<file path="src/rtl/wb_test_status.sv">
// wb_test_status: Wishbone-mapped test-status reporter for the user project area.
// Firmware writes a 5-bit stage and an error flag, which are driven as {error, stage}
// onto mprj_io[37:32]. An optional hardware watchdog flags an error when firmware stops
// making progress; it is built only when WB_TEST_STATUS_WDOG_EN is defined.
module wb_test_status #(
  parameter logic [31:0] BASE_ADDR = 32'h3000_0000,
  parameter int          WDOG_W    = 24
) (
  input  logic        clk,
  input  logic        rst_n,
  input  logic        wbs_cyc_i,
  input  logic        wbs_stb_i,
  input  logic        wbs_we_i,
  input  logic [3:0]  wbs_sel_i,
  input  logic [31:0] wbs_adr_i,
  input  logic [31:0] wbs_dat_i,
  output logic        wbs_ack_o,
  output logic [31:0] wbs_dat_o,
  output logic [5:0]  status_o,
  output logic [5:0]  status_oeb
);

  localparam logic [3:0] OFF_STATUS = 4'h0;
  localparam logic [3:0] OFF_CTRL   = 4'h4;
  localparam logic [3:0] OFF_LOAD   = 4'h8;
  localparam logic [3:0] OFF_INFO   = 4'hC;
  localparam logic [4:0] STAGE_PASS = 5'd30;
  localparam logic [1:0] CAUSE_NONE = 2'd0;
  localparam logic [1:0] CAUSE_SW   = 2'd1;
  localparam logic [1:0] CAUSE_WDOG = 2'd2;
  localparam logic [1:0] CAUSE_LOCK = 2'd3;

  typedef enum logic {ST_RUN, ST_PASSED} state_e;

  state_e      state_q, state_d;
  logic        ack_q, ack_d;
  logic [31:0] dat_q, dat_d;
  logic [4:0]  stage_q, stage_d;
  logic        error_q, error_d;
  logic [1:0]  cause_q, cause_d;
  logic        out_en_q, out_en_d;
  logic [5:0]  status_q, status_d;

  logic        hit, access, wr, status_wr, ctrl_wr, clr_req, passed, expire;
  logic [3:0]  off;
  logic [1:0]  new_cause;
  logic [31:0] rd_data;
  logic              wdog_en_rd;
  logic [WDOG_W-1:0] load_rd, count_rd;

  // Write data and byte selects are only partly used, depending on the build.
  logic unused_inputs;
  assign unused_inputs = ^{wbs_dat_i, wbs_sel_i};

  assign off       = wbs_adr_i[3:0];
  assign hit       = (wbs_adr_i[31:4] == BASE_ADDR[31:4]);
  assign access    = wbs_cyc_i & wbs_stb_i & ~ack_q & hit;
  assign wr        = access & wbs_we_i;
  assign status_wr = wr & (off == OFF_STATUS) & wbs_sel_i[0];
  assign ctrl_wr   = wr & (off == OFF_CTRL) & wbs_sel_i[0];
  assign clr_req   = ctrl_wr & wbs_dat_i[2];
  assign passed    = (state_q == ST_PASSED);

`ifdef WB_TEST_STATUS_WDOG_EN
  logic              wdog_en_q, wdog_en_d;
  logic [WDOG_W-1:0] load_q, load_d;
  logic [WDOG_W-1:0] count_q, count_d;
  logic              load_wr, dec;

  assign load_wr    = wr & (off == OFF_LOAD);
  assign wdog_en_rd = wdog_en_q;
  assign load_rd    = load_q;
  assign count_rd   = count_q;

  // Watchdog: reload on enable edge or kick, otherwise count down while armed.
  always_comb begin
    wdog_en_d = wdog_en_q;
    load_d    = load_q;
    count_d   = count_q;
    dec       = wdog_en_q && (count_q != '0) && !error_q && !passed;
    expire    = dec && (count_q == WDOG_W'(1));
    if (ctrl_wr) wdog_en_d = wbs_dat_i[1];
    if (load_wr) begin
      for (int i = 0; i < WDOG_W; i++) begin
        if (wbs_sel_i[i/8]) load_d[i] = wbs_dat_i[i];
      end
    end
    if (ctrl_wr && wbs_dat_i[1] && !wdog_en_q) count_d = load_q;
    else if (status_wr && wdog_en_q)           count_d = load_q;
    else if (dec)                              count_d = count_q - WDOG_W'(1);
  end

  // Watchdog state registers.
  always_ff @(posedge clk) begin
    if (!rst_n) begin
      wdog_en_q <= 1'b0;
      load_q    <= '0;
      count_q   <= '0;
    end else begin
      wdog_en_q <= wdog_en_d;
      load_q    <= load_d;
      count_q   <= count_d;
    end
  end
`else
  assign expire     = 1'b0;
  assign wdog_en_rd = 1'b0;
  assign load_rd    = '0;
  assign count_rd   = '0;
`endif

  // Register read mux; unmapped offsets inside the window read as zero.
  always_comb begin
    rd_data = '0;
    case (off)
      OFF_STATUS: rd_data[5:0] = {error_q, stage_q};
      OFF_CTRL:   rd_data[1:0] = {wdog_en_rd, out_en_q};
      OFF_LOAD:   rd_data[WDOG_W-1:0] = load_rd;
      OFF_INFO: begin
        rd_data[31:30]       = cause_q;
        rd_data[29]          = passed;
        rd_data[WDOG_W-1:0]  = count_rd;
      end
      default: rd_data = '0;
    endcase
  end

  // Bus response: single-cycle ack, read data only alongside a read ack.
  always_comb begin
    ack_d = access;
    dat_d = (access && !wbs_we_i) ? rd_data : '0;
  end

  // Stage FSM, sticky error with first-cause latching, and control bits.
  always_comb begin
    state_d   = state_q;
    stage_d   = stage_q;
    error_d   = error_q;
    cause_d   = cause_q;
    out_en_d  = out_en_q;
    new_cause = CAUSE_NONE;

    // Expiry outranks a coincident STATUS write as the recorded cause.
    if (expire)                        new_cause = CAUSE_WDOG;
    else if (status_wr && passed)      new_cause = CAUSE_LOCK;
    else if (status_wr && wbs_dat_i[5]) new_cause = CAUSE_SW;

    if (new_cause != CAUSE_NONE) begin
      if (!error_q) begin
        error_d = 1'b1;
        cause_d = new_cause;
      end
    end else if (clr_req && !passed) begin
      error_d = 1'b0;
      cause_d = CAUSE_NONE;
    end

    if (status_wr && !passed) stage_d = wbs_dat_i[4:0];

    if (state_q == ST_RUN && status_wr && wbs_dat_i[4:0] == STAGE_PASS &&
        !wbs_dat_i[5] && !error_q && !expire)
      state_d = ST_PASSED;

    if (ctrl_wr) out_en_d = wbs_dat_i[0];

    status_d = {error_q, stage_q};
  end

  // Core state registers; reset also drops any pending ack.
  always_ff @(posedge clk) begin
    if (!rst_n) begin
      state_q  <= ST_RUN;
      ack_q    <= 1'b0;
      dat_q    <= '0;
      stage_q  <= '0;
      error_q  <= 1'b0;
      cause_q  <= CAUSE_NONE;
      out_en_q <= 1'b0;
      status_q <= '0;
    end else begin
      state_q  <= state_d;
      ack_q    <= ack_d;
      dat_q    <= dat_d;
      stage_q  <= stage_d;
      error_q  <= error_d;
      cause_q  <= cause_d;
      out_en_q <= out_en_d;
      status_q <= status_d;
    end
  end

  assign wbs_ack_o  = ack_q;
  assign wbs_dat_o  = dat_q;
  assign status_o   = status_q;
  assign status_oeb = out_en_q ? 6'h00 : 6'h3F;

endmodule
</file>
<file path="config.mk">
export PLATFORM = sky130hd
export DESIGN_NAME = wb_test_status
export DESIGN_NICKNAME = d
export VERILOG_FILES = /design/src/rtl/wb_test_status.sv
export SDC_FILE = /design/constraint.sdc
export NUM_CORES = 1
export LEC_CHECK = 0
export ABC_CLOCK_PERIOD_IN_PS = 2900
export BUFFER_PORTS_ARGS = -buffer_cell sky130_fd_sc_hd__clkbuf_2
export CAP_MARGIN = 40
export CORE_ASPECT_RATIO = 1.1
export CORE_MARGIN = 2
export CORE_UTILIZATION = 38
export CTS_BUF_LIST = sky130_fd_sc_hd__clkbuf_4 sky130_fd_sc_hd__clkbuf_8
export CTS_CLUSTER_SIZE = 20
export DETAILED_ROUTE_END_ITERATION = 7
export HOLD_SLACK_MARGIN = 0.06
export PLACE_DENSITY = 0.84
export SYNTH_ARGS = -nofsm -noshare
export SYNTH_HDL_FRONTEND = slang
export SYNTH_SLANG_ARGS = --single-unit
</file>
<file path="constraint.sdc">
create_clock -name clk -period 2.9 [get_ports clk]
set_input_delay 0.58 -clock clk [delete_from_list [all_inputs] [get_ports clk]]
set_output_delay 0.58 -clock clk [all_outputs]
set_load 0.02 [all_outputs]
</file>
==> impl_metrics.py <==
metrics = {
    "sta": {
        "fin_tns_setup_ps": 0,
        "layout_worst_path_cycle_share": 0.722,
        "skew_ps": 4.44,
        "fmax_mhz": 478,
        "fin_crit_ps": 2090,
        "slew-limit-headroom": 0.598,
        "tightest_slew_ps": 595,
        "finalSetupViolations": 0,
        "hold_violations": 0,
        "rsz0062_at_grt": "false",
        "slew_violations": 0,
    },
    "critical_path": {
        "critPathKind": "input pin to flip-flop",
        "r2r_end": "wbs_dat_o[29]$_SDFF_PN0_",
        "r2r.worst_path.cells": 4,
        "worstPathRequired_ps": 3160,
        "r2r_start": "wbs_ack_o$_SDFF_PN0_",
        "cp.arrival_ps": 2360,
        "worst_setup_path_start_kind": "input pin",
        "cp_max_fo": 11,
        "cp-end-kind": "flip-flop",
        "r2r_setup_slack_ps": 870,
    },
    "detailed_routing": {
        "routed_via_density": 4.63,
        "ant_nets": 0,
        "drc": 0,
        "drtPass1Iterations": 6,
        "wire_per_inst_um": 10.1,
        "drt_iter0_drc": 35,
        "vias": 1106,
        "drt-total-wl_um": 2420,
    },
    "layout": {
        "multi_input_area_sq_um": 534,
        "syn_to_final_growth_pct": 21.5,
        "diodes": 0,
        "fin_nets": 277,
        "fill_cells": 326,
        "drive_gt1_frac": 0.365,
        "regArea_sq_um": 520,
    },
    "global_route": {
        "grt.total_usage": 0.125,
        "antenna_found_initial": 0,
        "grt_overflow": 0,
        "grt_max_degree": 18,
        "grt_pass1_wl_um": 3740,
        "grt_pass1_vias": 937,
    },
    "floorplanning": {
        "fp.dieH_um": 64.6,
        "die_w_um": 59.1,
        "num_rows": 22,
        "core_sq_um": 3280,
        "start_util": 0.387,
        "die-area_sq_um": 3820,
        "ioPinCount": 118,
    },
    "cts": {
        "post_cts_buffers": 0,
        "numCtsBuffers": 3,
        "clk_latency_ps": 320,
        "root_buffer": "clkbuf_4",
        "postCtsResizedCells": 0,
        "clkTransAtPathRegs_ps": 140,
        "cts_buffer_depth": 2,
        "cts_tree": "done",
        "numClockSinks": 26,
        "h-tree-depth": 1,
        "hold_buffers": 0,
    },
    "yosys": {
        "ys_seq_area_frac": 0.410,
        "syn_area_sq_um": 1270,
        "yosys.area.top_type": "dfxtp_1",
        "synth_cell_type_count": 27,
        "avgSynthCellArea_sq_um": 8.81,
        "yosys.area.top_type_share": 0.410,
        "syn_inst": 144,
        "synth-seq-cells": 26,
        "yosysWarnings": 0,
        "synth_area_leaders": "dfxtp_1, buf_4, inv_1, mux2i_1, nand2_1",
    },
    "run_status": {
        "status": "complete, no violations",
    },
    "power": {
        "power_uw": 678,
        "p_leak_nw": 0.731,
        "p_per_area_nw_per_um2": 440,
        "ir_drop_uv": 142,
    },
    "run": {
        "drv_cap": 0,
    },
    "placement": {
        "gp_congestion": 0.778,
        "io_buffers": 65,
        "dp_hpwl_um": 1960,
    },
    "min_path": {
        "hold_class": "flip-flop to flip-flop",
        "worstHoldStart": "cause_q[1]$_SDFFE_PN0P_",
        "min_to": "wbs_dat_o[31]$_SDFF_PN0_",
        "hold_depth": 2,
    },
}
-- sequential cells by signal, summed over array words and instances, names as in the netlist --
signal     flops
stage_q        5
passed         1
error_q        1
wbs_dat_o      9
status_o       6
out_en_q       1
wbs_ack_o      1
cause_q        2
-- worst max-delay path, cell delays in order --
cell	delay (ps)
clkbuf_2	100
or4_4	610
or3_1	390
nor3_2	440
mux2i_1	240
-- cell usage after synthesis --
library cell and number:
buf_6 1, or3_1 1, nor2_1 4, and3b_1 1
a21oi_1 1, nor4b_1 2, nor3_1 8, dfxtp_1 26
a2111oi_4 1, buf_4 28, nor4_1 9, or3_4 1
inv_1 17, or4_1 4, or2_2 1, or4_4 1
nand4_1 2, or4bb_1 1, clkbuf_1 3, o32ai_1 3
mux2i_1 6, nand2_1 16, nand3_1 3, conb_1 1
o21a_1 1, nor4bb_1 1, nor3_2 1
-- placed cells by master, fill, tap and decap left out, types with 4 or more instances in the layout --
master / instances
conb_1: 23
or4_1: 4
clkbuf_2: 65
nor3_1: 8
nand2_1: 16
nor2_1: 4
dfxtp_1: 26
nor4_1: 9
mux2i_1: 6
inv_1: 17
-- how the worst max path moves through the flow --
stage	depth (start not counted)	endpoint	from	slack, ps
floorplan	5	cause_q[1]$_SDFFE_PN0P_	wbs_adr_i[1]	710
global placement	5	stage_q[4]$_SDFFE_PN0P_	wbs_adr_i[1]	510
detailed placement	5	stage_q[0]$_SDFFE_PN0P_	wbs_adr_i[1]	470
CTS	5	stage_q[1]$_SDFFE_PN0P_	wbs_adr_i[1]	800
global route	5	wbs_dat_o[29]$_SDFF_PN0_	wbs_adr_i[8]	690
finish	5	stage_q[1]$_SDFFE_PN0P_	wbs_adr_i[1]	810
-- per-layer routing --
layer	routed length (um)	GRT usage	up-vias
met2	1210	0.225	56
li1	-	-	557
met1	940	0.131	487
met5	0	0	-
met3	232	0.0359	6
met4	38	0.0597	0
-- cell families after synthesis --
kind of cell | share of synthesized area
AND/OR/NAND/NOR | 0.253
multiplexers | 0.0473
buffers and inverters | 0.234
AO/OA/AOI/OAI | 0.0523
other | 0.00296
flip-flops | 0.410
-- stage by stage --
stage	utilization	setup slack (ps)	cell area, sq um	std cells	hold slack, ps
3_3_place_gp	0.455	508	1490	235	422
3_5_place_dp	0.455	465	1490	235	427
4_1_cts	0.471	799	1540	239	446
2_1_floorplan	-	705	1350	166	415
6_report	0.471	807	1540	239	449
5_1_grt	0.471	686	1540	239	453
-- layout make-up --
| type | count | share of cell area |
|---|---|---|
| clock buffer | 3 | 0.0146 |
| clock inverter | 1 | 0.0195 |
| sequential | 26 | 0.338 |
| multi-input combinational | 91 | 0.347 |
| tap | 36 | 0.0292 |
| inverter | 17 | 0.0414 |
| timing repair buffer | 65 | 0.211 |
-- power by group --
part | switching, mW | internal, mW | total, mW
Combinational | 0.0475 | 0.0262 | 0.0736
Sequential | 0.0000000000112 | 0.357 | 0.357
Clock | 0.108 | 0.140 | 0.247
(Power assumes the default switching activity.)
